[src/rtl/ants_master_rst_pkg.sv]
// Shared types and constants for the ANTS master lock-qualified reset sequencer.
// Build option ANTS_LOCK_BYPASS_EN is consumed by ants_master_lock_reset_seq.
package ants_master_rst_pkg;

    localparam logic [1:0] ST_WAIT_LOCK = 2'd0;
    localparam logic [1:0] ST_STABLE    = 2'd1;
    localparam logic [1:0] ST_RELEASE   = 2'd2;
    localparam logic [1:0] ST_RUN       = 2'd3;

    typedef enum logic [1:0] {
        WAIT_LOCK = ST_WAIT_LOCK,
        STABLE    = ST_STABLE,
        RELEASE   = ST_RELEASE,
        RUN       = ST_RUN
    } rst_state_e;

    localparam int LOSS_COUNT_W = 8;
    localparam logic [LOSS_COUNT_W-1:0] LOSS_COUNT_MAX = 8'd255;

    // Saturating increment for the lock-loss event counter.
    function automatic logic [LOSS_COUNT_W-1:0] loss_sat_inc(input logic [LOSS_COUNT_W-1:0] v);
        return (v == LOSS_COUNT_MAX) ? v : v + LOSS_COUNT_W'(1);
    endfunction

endpackage

[src/rtl/ants_master_sync_bit.sv]
// Multi-flop synchronizer for a single asynchronous level; synchronous reset to 0.
module ants_master_sync_bit #(
    parameter int SYNC_STAGES = 2
) (
    input  logic clk_i,
    input  logic rst_i,
    input  logic d_i,
    output logic q_o
);

    logic [SYNC_STAGES-1:0] sync_q;

    always_ff @(posedge clk_i) begin
        if (rst_i) begin
            sync_q <= '0;
        end else begin
            sync_q <= {sync_q[SYNC_STAGES-2:0], d_i};
        end
    end

    assign q_o = sync_q[SYNC_STAGES-1];

endmodule

[src/rtl/ants_master_lock_reset_seq.sv]
// Qualifies the CCC lock on FAB_CLK and releases staged fabric resets once lock is stable.
// Define ANTS_LOCK_BYPASS_EN for CCC-bypass builds: lock is then treated as always present.
module ants_master_lock_reset_seq
    import ants_master_rst_pkg::*;
#(
    parameter int SYNC_STAGES        = 2,
    parameter int LOCK_STABLE_CYCLES = 1024,
    parameter int RESET_STAGES       = 3,
    parameter int STAGE_GAP          = 16
) (
    input  logic                    FAB_CLK,
    input  logic                    FAB_RESET,
    input  logic                    LOCK_IN,
    input  logic                    SOFT_RST_REQ,
    output logic [RESET_STAGES-1:0] RST_OUT,
    output logic                    READY,
    output logic                    LOCK_LOST,
    output logic [LOSS_COUNT_W-1:0] LOSS_COUNT
);

    localparam int STAB_W = $clog2(LOCK_STABLE_CYCLES + 1);
    localparam int GAP_W  = $clog2(RESET_STAGES * STAGE_GAP + 1);
    localparam logic [STAB_W-1:0] STAB_TARGET = STAB_W'(LOCK_STABLE_CYCLES);
    localparam logic [GAP_W-1:0]  LAST_GAP    = GAP_W'((RESET_STAGES - 1) * STAGE_GAP);

    logic lock_s;

`ifdef ANTS_LOCK_BYPASS_EN
    localparam bit LOSS_EN = 1'b0;
    logic unused_lock_in;
    assign unused_lock_in = LOCK_IN;
    assign lock_s = 1'b1;
`else
    localparam bit LOSS_EN = 1'b1;
    ants_master_sync_bit #(
        .SYNC_STAGES(SYNC_STAGES)
    ) u_lock_sync (
        .clk_i (FAB_CLK),
        .rst_i (FAB_RESET),
        .d_i   (LOCK_IN),
        .q_o   (lock_s)
    );
`endif

    rst_state_e              state_q, state_d;
    logic                    lock_q;
    logic [STAB_W-1:0]       stab_q, stab_d;
    logic [GAP_W-1:0]        gap_q, gap_d, gap_next;
    logic [RESET_STAGES-1:0] rst_q, rst_d;
    logic                    ready_q, ready_d;
    logic                    lost_q, lost_d;
    logic [LOSS_COUNT_W-1:0] loss_q, loss_d;
    logic                    restart;

    assign gap_next = gap_q + GAP_W'(1);

    // Only a sequence that has started releasing counts as a lock loss.
    assign restart = ((state_q == RELEASE) || (state_q == RUN)) && (!lock_q || SOFT_RST_REQ);

    always_comb begin
        state_d = state_q;
        stab_d  = stab_q;
        gap_d   = gap_q;
        rst_d   = rst_q;
        ready_d = ready_q;
        lost_d  = 1'b0;
        loss_d  = loss_q;

        case (state_q)
            WAIT_LOCK: begin
                rst_d   = '1;
                ready_d = 1'b0;
                stab_d  = '0;
                gap_d   = '0;
                if (lock_q) begin
                    state_d = STABLE;
                    stab_d  = STAB_W'(1);
                end
            end
            STABLE: begin
                if (!lock_q || SOFT_RST_REQ) begin
                    state_d = WAIT_LOCK;
                    stab_d  = '0;
                end else if (stab_q == STAB_TARGET) begin
                    state_d  = RELEASE;
                    gap_d    = '0;
                    rst_d[0] = 1'b0;
                    if (RESET_STAGES == 1) begin
                        state_d = RUN;
                        ready_d = 1'b1;
                    end
                end else begin
                    stab_d = stab_q + STAB_W'(1);
                end
            end
            RELEASE: begin
                gap_d = gap_next;
                for (int i = 1; i < RESET_STAGES; i++) begin
                    if (gap_next == GAP_W'(i * STAGE_GAP)) begin
                        rst_d[i] = 1'b0;
                    end
                end
                if (gap_next == LAST_GAP) begin
                    state_d = RUN;
                    ready_d = 1'b1;
                end
            end
            RUN: begin
                ready_d = 1'b1;
            end
            default: begin
                state_d = WAIT_LOCK;
                rst_d   = '1;
                ready_d = 1'b0;
            end
        endcase

        // Any re-assertion restarts the whole sequence; loss takes priority over soft request.
        if (restart) begin
            state_d = WAIT_LOCK;
            rst_d   = '1;
            ready_d = 1'b0;
            stab_d  = '0;
            gap_d   = '0;
            if (!lock_q && LOSS_EN) begin
                lost_d = 1'b1;
                loss_d = loss_sat_inc(loss_q);
            end
        end
    end

    always_ff @(posedge FAB_CLK) begin
        if (FAB_RESET) begin
            state_q <= WAIT_LOCK;
            lock_q  <= 1'b0;
            stab_q  <= '0;
            gap_q   <= '0;
            rst_q   <= '1;
            ready_q <= 1'b0;
            lost_q  <= 1'b0;
            loss_q  <= '0;
        end else begin
            state_q <= state_d;
            lock_q  <= lock_s;
            stab_q  <= stab_d;
            gap_q   <= gap_d;
            rst_q   <= rst_d;
            ready_q <= ready_d;
            lost_q  <= lost_d;
            loss_q  <= loss_d;
        end
    end

    assign RST_OUT    = rst_q;
    assign READY      = ready_q;
    assign LOCK_LOST  = lost_q;
    assign LOSS_COUNT = loss_q;

endmodule

[config.mk]
export PLATFORM = sky130hd
export DESIGN_NAME = ants_master_lock_reset_seq
export DESIGN_NICKNAME = d
export VERILOG_FILES = /design/src/rtl/ants_master_rst_pkg.sv /design/src/rtl/ants_master_sync_bit.sv /design/src/rtl/ants_master_lock_reset_seq.sv
export SDC_FILE = /design/constraint.sdc
export NUM_CORES = 1
export LEC_CHECK = 0
export ABC_AREA = 1
export ABC_CLOCK_PERIOD_IN_PS = 3300
export CAP_MARGIN = 30
export CORE_ASPECT_RATIO = 1.75
export CORE_MARGIN = 8
export CORE_UTILIZATION = 62
export DETAILED_ROUTE_END_ITERATION = 10
export GPL_ROUTABILITY_DRIVEN = 1
export PLACE_DENSITY_LB_ADDON = 0.2
export SLEW_MARGIN = 40
export SYNTH_ARGS = -nofsm -noshare
export SYNTH_HDL_FRONTEND = slang
export SYNTH_SLANG_ARGS = --single-unit
export TNS_END_PERCENT = 20
[constraint.sdc]
create_clock -name FAB_CLK -period 3.3 [get_ports FAB_CLK]
set_clock_uncertainty 0.1 [all_clocks]
set_input_delay 0.66 -clock FAB_CLK [delete_from_list [all_inputs] [get_ports FAB_CLK]]
set_output_delay 0.66 -clock FAB_CLK [all_outputs]
set_load 0.05 [all_outputs]
# Word-level counts from Yosys, hierarchy flattened
# Index checks and enable logic that the tools add are counted.
[word_totals]
input_bits = 4
wordCells = 71
latch_bits = 0
ramBits = 0
n_memories = 0
ff_bits = 35
rom_bits = 0
[op_classes]
div_mod_pow = 0
bitwise_logic = 3
n_mul = 0
shift = 0
add_sub_neg = 3
reduce_logical = 19
eq_ne = 14
order_cmp = 0
n_mux = 21
[ops]
columns = ["cell", "n"]
rows = [
  ["11-bit two-way mux", 2],
  ["11-bit case mux with 2 select lines", 1],
  ["6-bit case mux with 3 select lines", 1],
  ["6-bit two-way mux", 2],
  ["11-bit by 1-bit adder with 11-bit output, second input constant", 1],
  ["11-bit == test, second input constant", 1],
  ["3-bit AND reduction", 3],
  ["8-bit by 1-bit adder with 8-bit output, second input constant", 1],
  ["8-bit == test, second input constant", 1],
  ["2-bit two-way mux", 4],
  ["2-bit AND reduction", 4],
  ["1-bit two-way mux", 7],
  ["6-bit by 1-bit adder with 6-bit output, second input constant", 1],
  ["6-bit by 5-bit == test with 1-bit output, second input constant", 1],
  ["6-bit == test, second input constant", 1],
  ["2-bit != test, second input constant", 3],
  ["3-bit != test, second input constant", 2],
  ["2-bit case mux with 3 select lines", 1],
  ["3-bit nonzero test", 2],
  ["2-bit == test, second input constant", 2],
  ["2-bit by 1-bit != test with 1-bit output, second input constant", 2],
  ["2-bit case mux with 2 select lines", 1],
  ["4-bit AND reduction", 1],
  ["2-bit nonzero test", 2],
  ["9 further kinds", 13],
]

# Logic depth before layout (Yosys ltp)
[logic_depth]
depth_word = 5
ltp_mapped = 11

# By module
# From an unflattened synthesis, not the netlist that was laid out.
[unflattened]
cells_unflattened = 282
hier_area_um2 = 1918.1
[modules_own_cells]
columns = ["module", "cells_each", "area_each_um2", "instances"]
rows = [
  ["ants_master_lock_reset_seq", 276, 1863.0, 1],
  ["ants_master_sync_bit", 6, 55.1, 1],
]

# Least setup slack after synthesis
# OpenSTA, ideal clock, no wires.
[synth_path]
path_type = "register to register"
from = "register loss_q[0] (netlist: LOSS_COUNT[0])"
to = "register loss_q[6] (netlist: LOSS_COUNT[6])"
path_slack_ps = 1434
path_stages_with_launch = 10
period_less_slack_ps = 1866
t_arrival_ps = 1636
path_cell_list = "dfxtp_1 ha_1 nand3_1 nor2_1 nand2_1 nand2_1 inv_1 nand2_1 xor2_1 nor2_1"
[synth_between]
elab_chain_cells = 3
word_cells_on_any_way = 4
cone_classes = "1 x add/sub; 1 x eq/ne; 1 x bitwise; 1 x reduce/logical"
[synth_lines]
columns = ["element", "line_no", "text"]
rows = [
  ["start: declaration", "ants_master_lock_reset_seq.sv:52", "logic [LOSS_COUNT_W-1:0] loss_q, loss_d;"],
  ["start signal: assignment", "ants_master_lock_reset_seq.sv:150", "loss_q <= loss_d;"],
  ["branches (longest 3 deep; another with 8-bit by 1-bit adder with 8-bit output)", "--", ""],
]
# Parallel ways; which one is timed is not known.
# A chain may end at the register's enable or synchronous reset.

# Worst setup path in the final report
[layout_path]
from = "register loss_q[7] (netlist: LOSS_COUNT[7])"
to = "output port LOSS_COUNT[7]"
[layout_rtl]
columns = ["element", "line_no", "text"]
rows = [
  ["end: declaration", "ants_master_lock_reset_seq.sv:18", "output logic [LOSS_COUNT_W-1:0] LOSS_COUNT"],
]
# No word-level cell between the ends.

==> summary.md <==
| Metric | Value |
|---|---|
| Most common library cell in the layout ignoring fill and taps | nand2_1 |
| Crit start category | flip-flop |
| CTS max path bufs | 2 |
| Fillcell total | 272 |
| Compound-Gate Fraction of Synth Area | 16.5% |
| Cell at the root of the clock tree | clkbuf_8 |
| Sequential Area | 701 um^2 |
| Areal power density over the cells | 626 mW/mm^2 |
| Buffering stage count on the worst path with inverters included | 1 |
| Share of cells above drive strength 1 | 12.8% |
| Initial antenna violation count | 0 |
| Element type at the critical path end | output port |
| Drc violations | 0 |
| Fraction of synthesized cell area in xor and xnor cells | 0.863% |
| Mapped Cells | 285 |
| Lkg Pwr | 0.914 nW |
| R2R Path End | RST_OUT[2] |
| Final worst-path setup slack | 1010 ps |
| Minimum setup slack among reg-to-reg paths | 1120 ps |
| Most frequent cells in the layout | nand2_1 (49), inv_1 (36), dfxtp_1 (35), nor2_1 (35), nand3_1 (22) |
| Synth top area share | 34.5% |
| Max VDD drop | 644 uV |
| Fmax | 436 MHz |
| Period utilisation layout | 69.5% |
| Critical path type | flip-flop to output port |
| Share of synthesized area spent on multiplexers | 0% |
| Max_slew headroom | 59.6% |
| Count of cell types in the netlist | 28 |
| # rows | 27 |
| Global-route wire length before repair | 8010 um |
| Post-cts sizing count | 0 |
| Clock latency reported for the late side of the worst-skew pair | 290 ps |
| H-tree depth | 2 |
| Post-synthesis sequential area ratio | 34.5% |
| Post-Route Setup TNS | 0 ps |
| Final setup vio count | 0 |
| Period minus WS final | 2290 ps |
| Simple-gate area share of the yosys netlist | 31.5% |
| Number of global-route vias before repair | 1910 |
| Worst setup path endpoint | LOSS_COUNT[7] |
| Delay of the slowest cell on the worst path | 840 ps |
| Synthesized cell area | 0.00203 mm^2 |
| Routed vias | 1899 |
| Pins over their slew limit | 0 |
| Die W | 59.3 um |
| Synth-to-Final Area Change | 13.7% |
| Post-layout nets | 317 |
| Clock slew at reported path FFs | 70 ps |
| Clock buffers created by TritonCTS | 5 |
| Starting DRC count in detailed routing | 58 |
| Startpoint of the worst-slack reg-to-reg timing path | state_q[0] |
| Logic depth of the worst path, buffers included | 1 |
| Total area of multi-input combinational cells | 0.00112 mm^2 |
| GRT Residual Overflow | 0 |
| WL final | 4760 um |
| Synth Area per Inst | 7.13 um^2 |
| TritonCTS clock tree | done |
| Synth Register Bits | 35 |
| Antenna Diode Count | 0 |
| Die Ht | 91.7 um |
| RSZ-0062 raised after global routing | false |
| Outcome | completed |
| Arrival time of data at the critical path endpoint | 1530 ps |
| Worst Hold Class | flip-flop to flip-flop |
| Number of nets with antenna violations after detailed routing | 0 |
| Quantity of hold-fixing buffers added after cts | 0 |
| Worst reg2reg path depth | 8 |
| Number of nets in the synthesized netlist | 299 |
| Routed met2 length | 2720 um |
| Total routing usage reported by global routing | 18.5% |
| Sum of internal, switching and leakage power | 1.45 mW |
| Post-Synth Adder-Cell Area | 6.16% |
| Buffer count from post-CTS setup fixing | 0 |
| Full die area | 0.00543 mm^2 |
| Count of TritonRoute iterations in the first routing pass | 4 |
| Top cells by area, synth | dfxtp_1 (35%), nand2_1 (9.1%), inv_1 (6.7%), nor2_1 (6.5%), ha_1 (6.2%) |
| Routability congestion estimate | 0.905 |
| Starting density of the core | 64.6% |
| Top delay family on crit path | buffers and inverters |
| Largest net degree at the start of global routing | 17 |
| CP max stage cell | clkdlybuf4s50_1 |
| CP startpoint | LOSS_COUNT[7] |
| Worst setup slack before clock tree synthesis | 828 ps |
| Highest signal layer in the routed design | met4 |
| Mean routed wirelength per cell | 13.7 um |
| Number of vias per cell | 5.47 |
| DP Wirelength | 3580 um |
| Count of buffers from port buffering | 16 |
| Clock tree sinks | 35 |
| Core Area | 0.00314 mm^2 |
| Detailed-route wire length on metal 1 | 1750 um |
| Number of max-cap violations | 0 |
| Req. time, crit path | 2540 ps |
| Actual slew at the worst max-slew pin | 606 ps |
| Number of warnings printed during yosys synthesis | 0 |
| Detail Route met3 WL | 189 um |
| Final hold viol count | 0 |
| Ordered cell list for the critical path | clkdlybuf4s50_1 |
| Cell taking the most area after synthesis | dfxtp_1 |
| Largest family of logic cells by synthesized area | simple AND/OR/NAND/NOR gates |
| I/O pin count | 17 |
| Maximum fanout along the worst path | 4 |
==> per-stage QoR <==
stage               area, um^2  hold slack, ps  utilization [%]  std cells
floorplan                 2030             288                -        285
detailed placement        2190             305             69.7        339
CTS                       2310             314             73.5        347
global placement          2190             293             69.7        339
finish                    2310             314             73.5        347
global route              2310             344             73.5        347
==> power breakdown <==
group          switching, mW  total [mW]  internal, mW
clock                  0.155       0.400         0.244
combinational          0.382       0.539         0.157
sequential            0.0456       0.507         0.461
==> worst min-delay path by stage <==
stage	startpoint	end	slack [ps]	cells past startpoint
3_5_place_dp	u_lock_sync.sync_q[1]	lock_q	310	2
4_1_cts	u_lock_sync.sync_q[0]	u_lock_sync.sync_q[1]	310	2
6_report	u_lock_sync.sync_q[0]	u_lock_sync.sync_q[1]	310	2
5_1_grt	u_lock_sync.sync_q[0]	u_lock_sync.sync_q[1]	340	2
3_3_place_gp	u_lock_sync.sync_q[1]	lock_q	290	2
2_1_floorplan	u_lock_sync.sync_q[1]	lock_q	290	2
==> per-layer routing <==
metal / GRT usage, % / vias to the layer above
met5: 0 / -
met4: 9.44 / 0
met3: 4.06 / 8
met2: 36.3 / 43
met1: 16.1 / 881
li1: - / 967
==> sequential cells by signal, indices dropped and copies added, names as in the netlist <==
register and cells:
LOCK_LOST 1, lock_q 1, stab_q 11, state_q 2, READY 1, u_lock_sync.sync_q 2
RST_OUT 3, LOSS_COUNT 8, gap_q 6
==> area by class of cell <==
type                       instances  area share, %
clock buffer                       6           3.58
timing repair buffer              17           7.26
inverter                          40           6.56
clock inverter                     2           1.52
tap                               43           2.33
sequential                        35           30.4
multi-input combinational        204           48.4
==> cell usage after synthesis, drive strengths merged <==
cell type,instances
a21o,1
a21oi,30
a31o,1
buf,4
clkbuf,2
clkinv,1
dfxtp,35
ha,10
inv,39
nand2,59
nand3,23
nand3b,1
nand4,12
nor2,37
nor3,5
nor3b,1
o21ai,20
o21bai,2
xor2,2
==> cells by family after synthesis <==
logic type / after synthesis
flops: 35
simple gates: 138
buf+inv: 46
compound gates: 54
fa+ha+maj: 10
xor+xnor: 2
Note: power is estimated with default switching activity, not from simulation.
